<file path="config.mk">
export PLATFORM = sky130hd
export DESIGN_NAME = ps2_key_decoder
export DESIGN_NICKNAME = d
export VERILOG_FILES = /design/src/rtl/ps2_key_decoder.sv
export SDC_FILE = /design/constraint.sdc
export NUM_CORES = 1
export LEC_CHECK = 0
export BUFFER_PORTS_ARGS = -buffer_cell sky130_fd_sc_hd__buf_2
export CAP_MARGIN = 20
export CORE_MARGIN = 3
export CORE_UTILIZATION = 35
export DETAILED_ROUTE_END_ITERATION = 8
export GPL_TIMING_DRIVEN = 0
export SYNTH_ARGS = -nofsm -noshare
export SYNTH_HDL_FRONTEND = slang
export SYNTH_SLANG_ARGS = --single-unit
</file>
<file path="constraint.sdc">
create_clock -name clk -period 2.8 [get_ports clk]
set_input_delay 0.42 -clock clk [delete_from_list [all_inputs] [get_ports clk]]
set_output_delay 0.42 -clock clk [all_outputs]
set_load 0.1 [all_outputs]
</file>
<file path="src/rtl/ps2_key_decoder.sv">
// Key-event decoder for a ps2_keyboard byte stream. Merges E0/F0 prefixes into
// make/break events, flags typematic repeats, tracks modifiers, counts presses in BCD.
module ps2_key_decoder #(
  parameter int FIFO_DEPTH = 8,
  parameter int CNT_DIGITS = 2
) (
  input  logic                    clk,
  input  logic                    clrn,
  input  logic [7:0]              in_data,
  input  logic                    in_ready,
  output logic                    in_nextdata_n,
  output logic                    evt_valid,
  input  logic                    evt_ready,
  output logic [7:0]              evt_code,
  output logic                    evt_ext,
  output logic                    evt_break,
  output logic                    evt_repeat,
  output logic                    overflow,
  output logic [4*CNT_DIGITS-1:0] press_count,
  output logic                    held_valid,
  output logic                    held_ext,
  output logic [7:0]              held_code,
  output logic                    shift,
  output logic                    ctrl
);

  localparam int ADDR_W = $clog2(FIFO_DEPTH);
  localparam int ENTRY_W = 11;
  localparam logic [ADDR_W:0] DEPTH_PTR = (ADDR_W + 1)'(FIFO_DEPTH);

  // Modifier slots: left shift, right shift, left ctrl, right ctrl (E0 14)
  localparam logic [31:0] MOD_CODES = {8'h14, 8'h14, 8'h59, 8'h12};
  localparam logic [3:0]  MOD_EXTS  = 4'b1000;

  typedef enum logic [1:0] {ST_IDLE, ST_E0, ST_F0, ST_E0F0} state_t;

  // ---------------------------------------------------------------
  // Byte acceptance: one-cycle low acknowledge, then one cycle re-arm
  // ---------------------------------------------------------------
  logic ack_n_reg;
  logic capture;

  always_ff @(posedge clk or posedge clrn) begin
    if (clrn) begin
      ack_n_reg <= 1'b1;
    end else if (!ack_n_reg) begin
      ack_n_reg <= 1'b1;
    end else if (in_ready) begin
      ack_n_reg <= 1'b0;
    end
  end

  assign capture       = in_ready & ack_n_reg;
  assign in_nextdata_n = ack_n_reg;

  // ---------------------------------------------------------------
  // Prefix FSM
  // ---------------------------------------------------------------
  state_t state_reg, state_next;
  logic   is_e0, is_f0, is_discard;
  logic   emit, emit_ext, emit_break;

  assign is_e0      = (in_data == 8'hE0);
  assign is_f0      = (in_data == 8'hF0);
  assign is_discard = (in_data == 8'h00) | (in_data == 8'hFF) | (in_data == 8'hE1);

  always_ff @(posedge clk or posedge clrn) begin
    if (clrn) begin
      state_reg <= ST_IDLE;
    end else begin
      state_reg <= state_next;
    end
  end

  // A prefix arriving in an unexpected state restarts decoding from IDLE
  always_comb begin
    state_next = state_reg;
    if (capture) begin
      if (is_e0) begin
        state_next = ST_E0;
      end else if (is_f0) begin
        state_next = (state_reg == ST_E0) ? ST_E0F0 : ST_F0;
      end else begin
        state_next = ST_IDLE;
      end
    end
  end

  always_comb begin
    emit       = capture & ~is_e0 & ~is_f0 & ~is_discard;
    emit_ext   = (state_reg == ST_E0) | (state_reg == ST_E0F0);
    emit_break = (state_reg == ST_F0) | (state_reg == ST_E0F0);
  end

  // ---------------------------------------------------------------
  // Held key and repeat detection
  // ---------------------------------------------------------------
  logic       held_valid_reg, held_ext_reg;
  logic [7:0] held_code_reg;
  logic       held_match, emit_repeat, new_press;

  assign held_match  = held_valid_reg & (held_ext_reg == emit_ext) & (held_code_reg == in_data);
  assign emit_repeat = ~emit_break & held_match;
  assign new_press   = emit & ~emit_break & ~held_match;

  always_ff @(posedge clk or posedge clrn) begin
    if (clrn) begin
      held_valid_reg <= 1'b0;
      held_ext_reg   <= 1'b0;
      held_code_reg  <= 8'h00;
    end else if (new_press) begin
      held_valid_reg <= 1'b1;
      held_ext_reg   <= emit_ext;
      held_code_reg  <= in_data;
    end else if (emit & emit_break & held_match) begin
      held_valid_reg <= 1'b0;
    end
  end

  assign held_valid = held_valid_reg;
  assign held_ext   = held_ext_reg;
  assign held_code  = held_code_reg;

  // ---------------------------------------------------------------
  // Modifiers: each physical key tracked separately
  // ---------------------------------------------------------------
  logic [3:0] mod_reg;
  logic [3:0] mod_hit;

  for (genvar gi = 0; gi < 4; gi++) begin : g_mod
    assign mod_hit[gi] = emit & (in_data == MOD_CODES[gi*8 +: 8]) & (emit_ext == MOD_EXTS[gi]);
  end

  always_ff @(posedge clk or posedge clrn) begin
    if (clrn) begin
      mod_reg <= 4'b0000;
    end else begin
      mod_reg <= (mod_reg & ~mod_hit) | (mod_hit & {4{~emit_break}});
    end
  end

  assign shift = mod_reg[0] | mod_reg[1];
  assign ctrl  = mod_reg[2] | mod_reg[3];

  // ---------------------------------------------------------------
  // BCD press counter, ripple carry between digits
  // ---------------------------------------------------------------
  logic [4*CNT_DIGITS-1:0] count_reg, count_next;
  logic [CNT_DIGITS-1:0]   carry;

  assign carry[0] = new_press;

  for (genvar gi = 0; gi < CNT_DIGITS; gi++) begin : g_bcd
    logic [3:0] digit;
    assign digit = count_reg[4*gi +: 4];
    assign count_next[4*gi +: 4] = !carry[gi]      ? digit :
                                   (digit == 4'd9) ? 4'd0  : digit + 4'd1;
    if (gi < CNT_DIGITS - 1) begin : g_carry
      assign carry[gi+1] = carry[gi] & (digit == 4'd9);
    end
  end

  always_ff @(posedge clk or posedge clrn) begin
    if (clrn) begin
      count_reg <= '0;
    end else begin
      count_reg <= count_next;
    end
  end

  assign press_count = count_reg;

  // ---------------------------------------------------------------
  // Event FIFO, first-word-fall-through, no write bypass
  // ---------------------------------------------------------------
  logic [ENTRY_W-1:0] mem [FIFO_DEPTH];
  logic [ADDR_W:0]    wr_ptr_reg, rd_ptr_reg;
  logic               fifo_empty, fifo_full, push, pop;
  logic [ENTRY_W-1:0] head;
  logic               overflow_reg;

  assign fifo_empty = (wr_ptr_reg == rd_ptr_reg);
  assign fifo_full  = ((wr_ptr_reg - rd_ptr_reg) == DEPTH_PTR);
  assign pop        = ~fifo_empty & evt_ready;
  // A full FIFO still accepts a push when the head leaves in the same cycle
  assign push       = emit & (~fifo_full | pop);

  always_ff @(posedge clk) begin
    if (push) begin
      mem[wr_ptr_reg[ADDR_W-1:0]] <= {emit_repeat, emit_break, emit_ext, in_data};
    end
  end

  always_ff @(posedge clk or posedge clrn) begin
    if (clrn) begin
      wr_ptr_reg   <= '0;
      rd_ptr_reg   <= '0;
      overflow_reg <= 1'b0;
    end else begin
      if (push) begin
        wr_ptr_reg <= wr_ptr_reg + 1'b1;
      end
      if (pop) begin
        rd_ptr_reg <= rd_ptr_reg + 1'b1;
      end
      if (emit & ~push) begin
        overflow_reg <= 1'b1;
      end
    end
  end

  assign head       = mem[rd_ptr_reg[ADDR_W-1:0]];
  assign evt_valid  = ~fifo_empty;
  assign evt_code   = evt_valid ? head[7:0] : 8'h00;
  assign evt_ext    = evt_valid & head[8];
  assign evt_break  = evt_valid & head[9];
  assign evt_repeat = evt_valid & head[10];
  assign overflow   = overflow_reg;

endmodule

</file>
== After elaboration in Yosys (flattened, before gate mapping) ==
Memories as Yosys holds them, arrays and structs flattened.
Index checks and enable logic that the tools add are counted.

* $add $sub $neg: 5
* Equality and inequality tests: 16
* Muxes and demuxes: 12
* Bitwise operators: 45
* Reduce and logical (&&, ||, !) cells: 2

{| class="wikitable"
|+ Operators with widths
! cell !! number
|-
| 8-bit == test (second input constant) || 4
|-
| 1-bit bitwise AND || 25
|-
| 4-bit by 1-bit adder with 4-bit output (second input constant) || 4
|-
| 8-bit by 5-bit == test with 1-bit output (second input constant) || 2
|-
| 4-bit == test (second input constant) || 3
|-
| 1-bit NOT || 9
|-
| 4-bit bitwise AND || 2
|-
| 8-bit by 7-bit == test with 1-bit output (second input constant) || 1
|-
| 8-bit == test || 1
|-
| 8-bit logical NOT || 1
|-
| 4-bit two-way mux || 2
|-
| 8-bit two-way mux || 1
|-
| 1-bit two-way mux || 7
|-
| 1-bit OR || 7
|-
| 2-bit == test (second input constant) || 2
|-
| 4-bit == test || 1
|-
| 2-bit two-way mux || 2
|-
| 4-bit NOT || 1
|-
| 4-bit OR || 1
|-
| 4-bit subtractor || 1
|-
| 2-bit by 1-bit == test with 1-bit output (second input constant) || 1
|-
| 2-bit nonzero test || 1
|-
| 1-bit == test || 1
|}

* Register bits: 34
* RAM bits: 88
* Bits of input ports: 12
* Output and inout bits: 34
* Logic and storage cells: 92
* Memories: 1

{| class="wikitable"
|+ Memories
! name !! depth !! width !! rd ports !! clocked after memory_dff !! write ports !! line !! source
|-
| mem || 8 || 11 || 1 || 0 || 1 || 176 || <nowiki>logic [ENTRY_W-1:0] mem [FIFO_DEPTH];</nowiki>
|}

== Depth between registers and ports, before layout ==
* Word-level depth: 10
* Gate-level depth with buffers: 10
* Depth with buffers taken out: 8

== Worst setup path after synthesis ==
OpenSTA, ideal clock, no wires.

* Path kind: reg2out
* Start point: register rd_ptr_reg[1]
* End point: output port evt_break
* Arrival time: 3.049 ns
* Data required time: 2.380 ns
* Slack: -0.669 ns
* Cell stages (with the launch flop): 9
* Path buffers: 3
* Cells stage by stage: dfrtp_1 clkbuf_1 clkbuf_1 inv_1 ha_1 nand2_1 nor2_1 clkbuf_1 a21oi_1

* Word-level cells in the longest chain between the ends: 3
* Elaborated cells on any way between the ends: 4
* Classes of those cells: 1 x eq/ne; 2 x bitwise; 1 x memory

{| class="wikitable"
|+ Ends and longest elaborated chain
! element !! line !! source
|-
| from (decl) || 177 || <nowiki>logic [ADDR_W:0] wr_ptr_reg, rd_ptr_reg;</nowiki>
|-
| from (signal assigned) || 204 || <nowiki>rd_ptr_reg <= rd_ptr_reg + 1'b1;</nowiki>
|-
| parallel branches: the longest is 2 deep, another holds memory 8 x 11 bit || n/a ||
|-
| 1-bit bitwise AND * || 216 || <nowiki>assign evt_break = evt_valid & head[9];</nowiki>
|-
| to (decl) || 16 || <nowiki>output logic evt_break,</nowiki>
|}

Every way passes the cells marked *.

== Worst setup path after layout ==
* Start point: register rd_ptr_reg[2]
* End point: output port evt_code[0]

* Word-level cells in the longest chain between the ends: 2
* Elaborated cells on any way between the ends: 3
* Classes of those cells: 1 x eq/ne; 1 x mux; 1 x memory

{| class="wikitable"
|+ Ends and longest elaborated chain
! element !! line !! source
|-
| memory 8 x 11 bit / 4-bit == test (equally long branches) || n/a ||
|-
| 8-bit two-way mux * || 214 || <nowiki>assign evt_code = evt_valid ? head[7:0] : 8'h00;</nowiki>
|-
| to (decl) || 14 || <nowiki>output logic [7:0] evt_code,</nowiki>
|}

Every way passes the cells marked *; elsewhere a longest branch is shown, timed or not.

==> out/metrics.yaml <==
floorplanning:
  core_sq_um: 14800
  num_rows: 44
  dieArea_sq_um: 16800
  die_w_um: 130
  ios: 46
  start_util_pct: 36.3
  die_h_um: 130
global_routing:
  grt_start_max_net_pins: 22
  grt_pass1_wl_um: 18400
  gr-total-overflow: 0
  antenna_found_initial: 0
  gr-usage-all-layers_pct: 15.0
  grt_pass1_vias: 3239
critical_path:
  worstSetupPathType: "reg2out"
  path_common_cell: "buf_6"
  crit_chain: "inv_1, buf_6, ha_1, nand2_1, nor2_4, clkbuf_8, a21oi_2, buf_6"
  crit_path_start_kind: "flop"
  endpoint_kind: "primary output"
  crit_path_top_delay_cell: "dfrtp_2"
  critPathArrivalTime_ns: 2.26
  worst_path_largest_cell_delay_ns: 0.44
  worstPathMaxFanout: 10
  cp_data_required_time_ns: 2.38
sta:
  drv_slew: 0
  setup_viol: 0
  period_share_pct: 95.7
  hold_viol_final: 0
  period_needed_ns: 2.68
  rsz0062_at_grt: "false"
  fmax_mhz: 373
  worst_pin_slew_ns: 0.683
  skew_ns: 0.00620
  maxSlewHeadroom_pct: 54.4
yosys:
  synth-seq-cells: 122
  yosys_warnings: 0
  yosysMostFrequentCell: "edfxtp_1"
  postSynthAreaPerCell_sq_um: 15.6
  synth.distinct_cells: 51
  synth_commonest_cells: "edfxtp_1, nand2_1, dfrtp_1, mux4_2, xnor2_1"
  syn_inst: 342
  ys_seq_area_share_pct: 65.3
  synth_top_cell_by_area: "edfxtp_1"
  synth_ff_type: "edfxtp_1"
  synth_fp_nets: 359
  syn_area_sq_um: 5350
  synth_edf_count: 88
  yosys.area.top_type_share_pct: 49.4
  synthArstFlopShare_pct: 27.9
  netlist_top_cells_area: "edfxtp_1, dfrtp_1, mux4_2"
detailed_routing:
  drt_wl_total_um: 12300
  drtIter0Drc: 294
  viasPerCell: 5.23
  first_pass_iters: 5
  ant_nets: 0
  wire_per_inst_um: 20.1
  vias: 3205
  drc: 0
cells_and_area:
  area_delta_synth_final_pct: 25.6
  nFillCells: 1302
  largest_register_ffs: 88
  diodes: 0
  nNetsFinal: 433
  instances_no_fill: 613
  drive_gt1_share_pct: 37.3
  fin_area_sq_um: 6720
cts:
  clkSlewWorstSetupHoldPaths_ns: 0.05
  cts_root_buf: "clkbuf_16"
  htreeDepth: 4
  cts_tree: "yes"
  clk_latency_ns: 0.41
  cts_buffers: 17
  cts_sinks: 122
  cts.path.max_buffers: 2
placement:
  dp_cells: 573
  port_buffers: 45
  hpwlAfterDp_um: 7610
  dpl_cell_area_sq_um: 5890
  gp_congestion: 0.781
run_status:
  status: "completed"
run:
  maxCapViolCount: 0
hold_path:
  hp-class: "in2async"
[worst max-delay path: cells and delay by family, from the launching register on]
kind,cells,cell delay (ns)
AOI/OAI and AO/OA,1,0.18
DFF,1,0.44
adders and majority gates,1,0.28
buffers and inverters,4,0.73
and+or+nand+nor,2,0.20
[metrics by stage]
| stage | setup WS (ns) | hold slack [ns] | setup TNS, ns | util [%] |
|---|---|---|---|---|
| 3_5_place_dp | -0.831 | 0.467 | -74.25 | 39.9 |
| 4_1_cts | 0.00189 | 0.125 | 0 | 44.5 |
| 5_1_grt | 0.00425 | 0.157 | 0 | 45.6 |
| 3_3_place_gp | -0.871 | 0.460 | -72.65 | 39.6 |
| 2_1_floorplan | -0.169 | 0.486 | -1.69 | - |
| 6_report | 0.122 | 0.107 | 0 | 45.6 |
[per-layer routing]
metal | up-vias | part of all wire, % | global-route usage [%]
met5 | - | 0 | 0
met4 | 0 | 0.89 | 4.77
met3 | 10 | 5.9 | 4.70
met2 | 117 | 48 | 23.0
met1 | 1607 | 45 | 20.7
li1 | 1471 | - | -
[what timing repair did]
| action | in CTS | in global routing |
|---|---|---|
| hold buffers | 0 | 0 |
| setup buffers | 0 | 5 |
| cloned | 0 | 3 |
| pin swaps | 0 | 3 |
| setup endpoints to repair | 106 | 96 |
| gates resized for setup | 36 | 21 |
[worst paths after layout]
| path | cells past startpoint | start | to | slack [ns] |
|---|---|---|---|---|
| setup / recovery | 8 | rd_ptr_reg[2] | evt_code[0] | 0.12 |
| hold / removal | 2 | clrn | async pin | 0.11 |
| setup reg to reg | 7 | wr_ptr_reg[1] | mem[3][6] | 0.14 |
| hold reg to reg | 1 | overflow | overflow | 0.47 |
| max in group asynchronous | 3 | clrn | in_nextdata_n | 2.08 |
| min in group clk | 2 | in_ready | in_nextdata_n | 0.28 |
[cells by family (layout without fill, tap and decap cells)]
| kind of cell | after synthesis | in the layout | synth area share [%] |
|---|---|---|---|
| xor gates and xnor gates | 21 | 21 | 3.44 |
| DFF | 122 | 122 | 65.3 |
| muxes | 39 | 39 | 13.3 |
| and+or+nand+nor | 93 | 96 | 9.40 |
| adders and majority gates | 5 | 5 | 1.17 |
| buffers and inverters | 30 | 114 | 2.78 |
| AOI/OAI and AO/OA | 32 | 32 | 4.61 |
[cell usage in the layout, fill, tap and decap left out, types with 5 or more instances in the layout]
cell	instances
nor2_1	8
inv_1	14
xnor2_1	15
dfrtp_1	30
mux4_2	22
nand3_1	6
mux2_2	5
xor2_1	6
a21oi_2	10
nor3_1	7
ha_1	5
clkbuf_16	17
edfxtp_1	88
nand2_1	35
buf_6	7
buf_2	36
mux2_4	8
clkbuf_1	8
buf_4	10
nor4_1	7
[cell type report]
class	count	area [sq um]	share of cell area, %
well taps	184	230	3.43
clock inverters	11	151	2.25
clock buffers	21	440	6.55
inverters	14	52.6	0.782
plain buffers	15	133	1.97
repair buffers	53	369	5.49
flip-flops and latches	122	3500	52.0
multi-input cells	193	1850	27.5
Power is left out: the tool's default activity adds up to more than one toggle a clock period on the data nets, which glitch-free logic cannot reach.
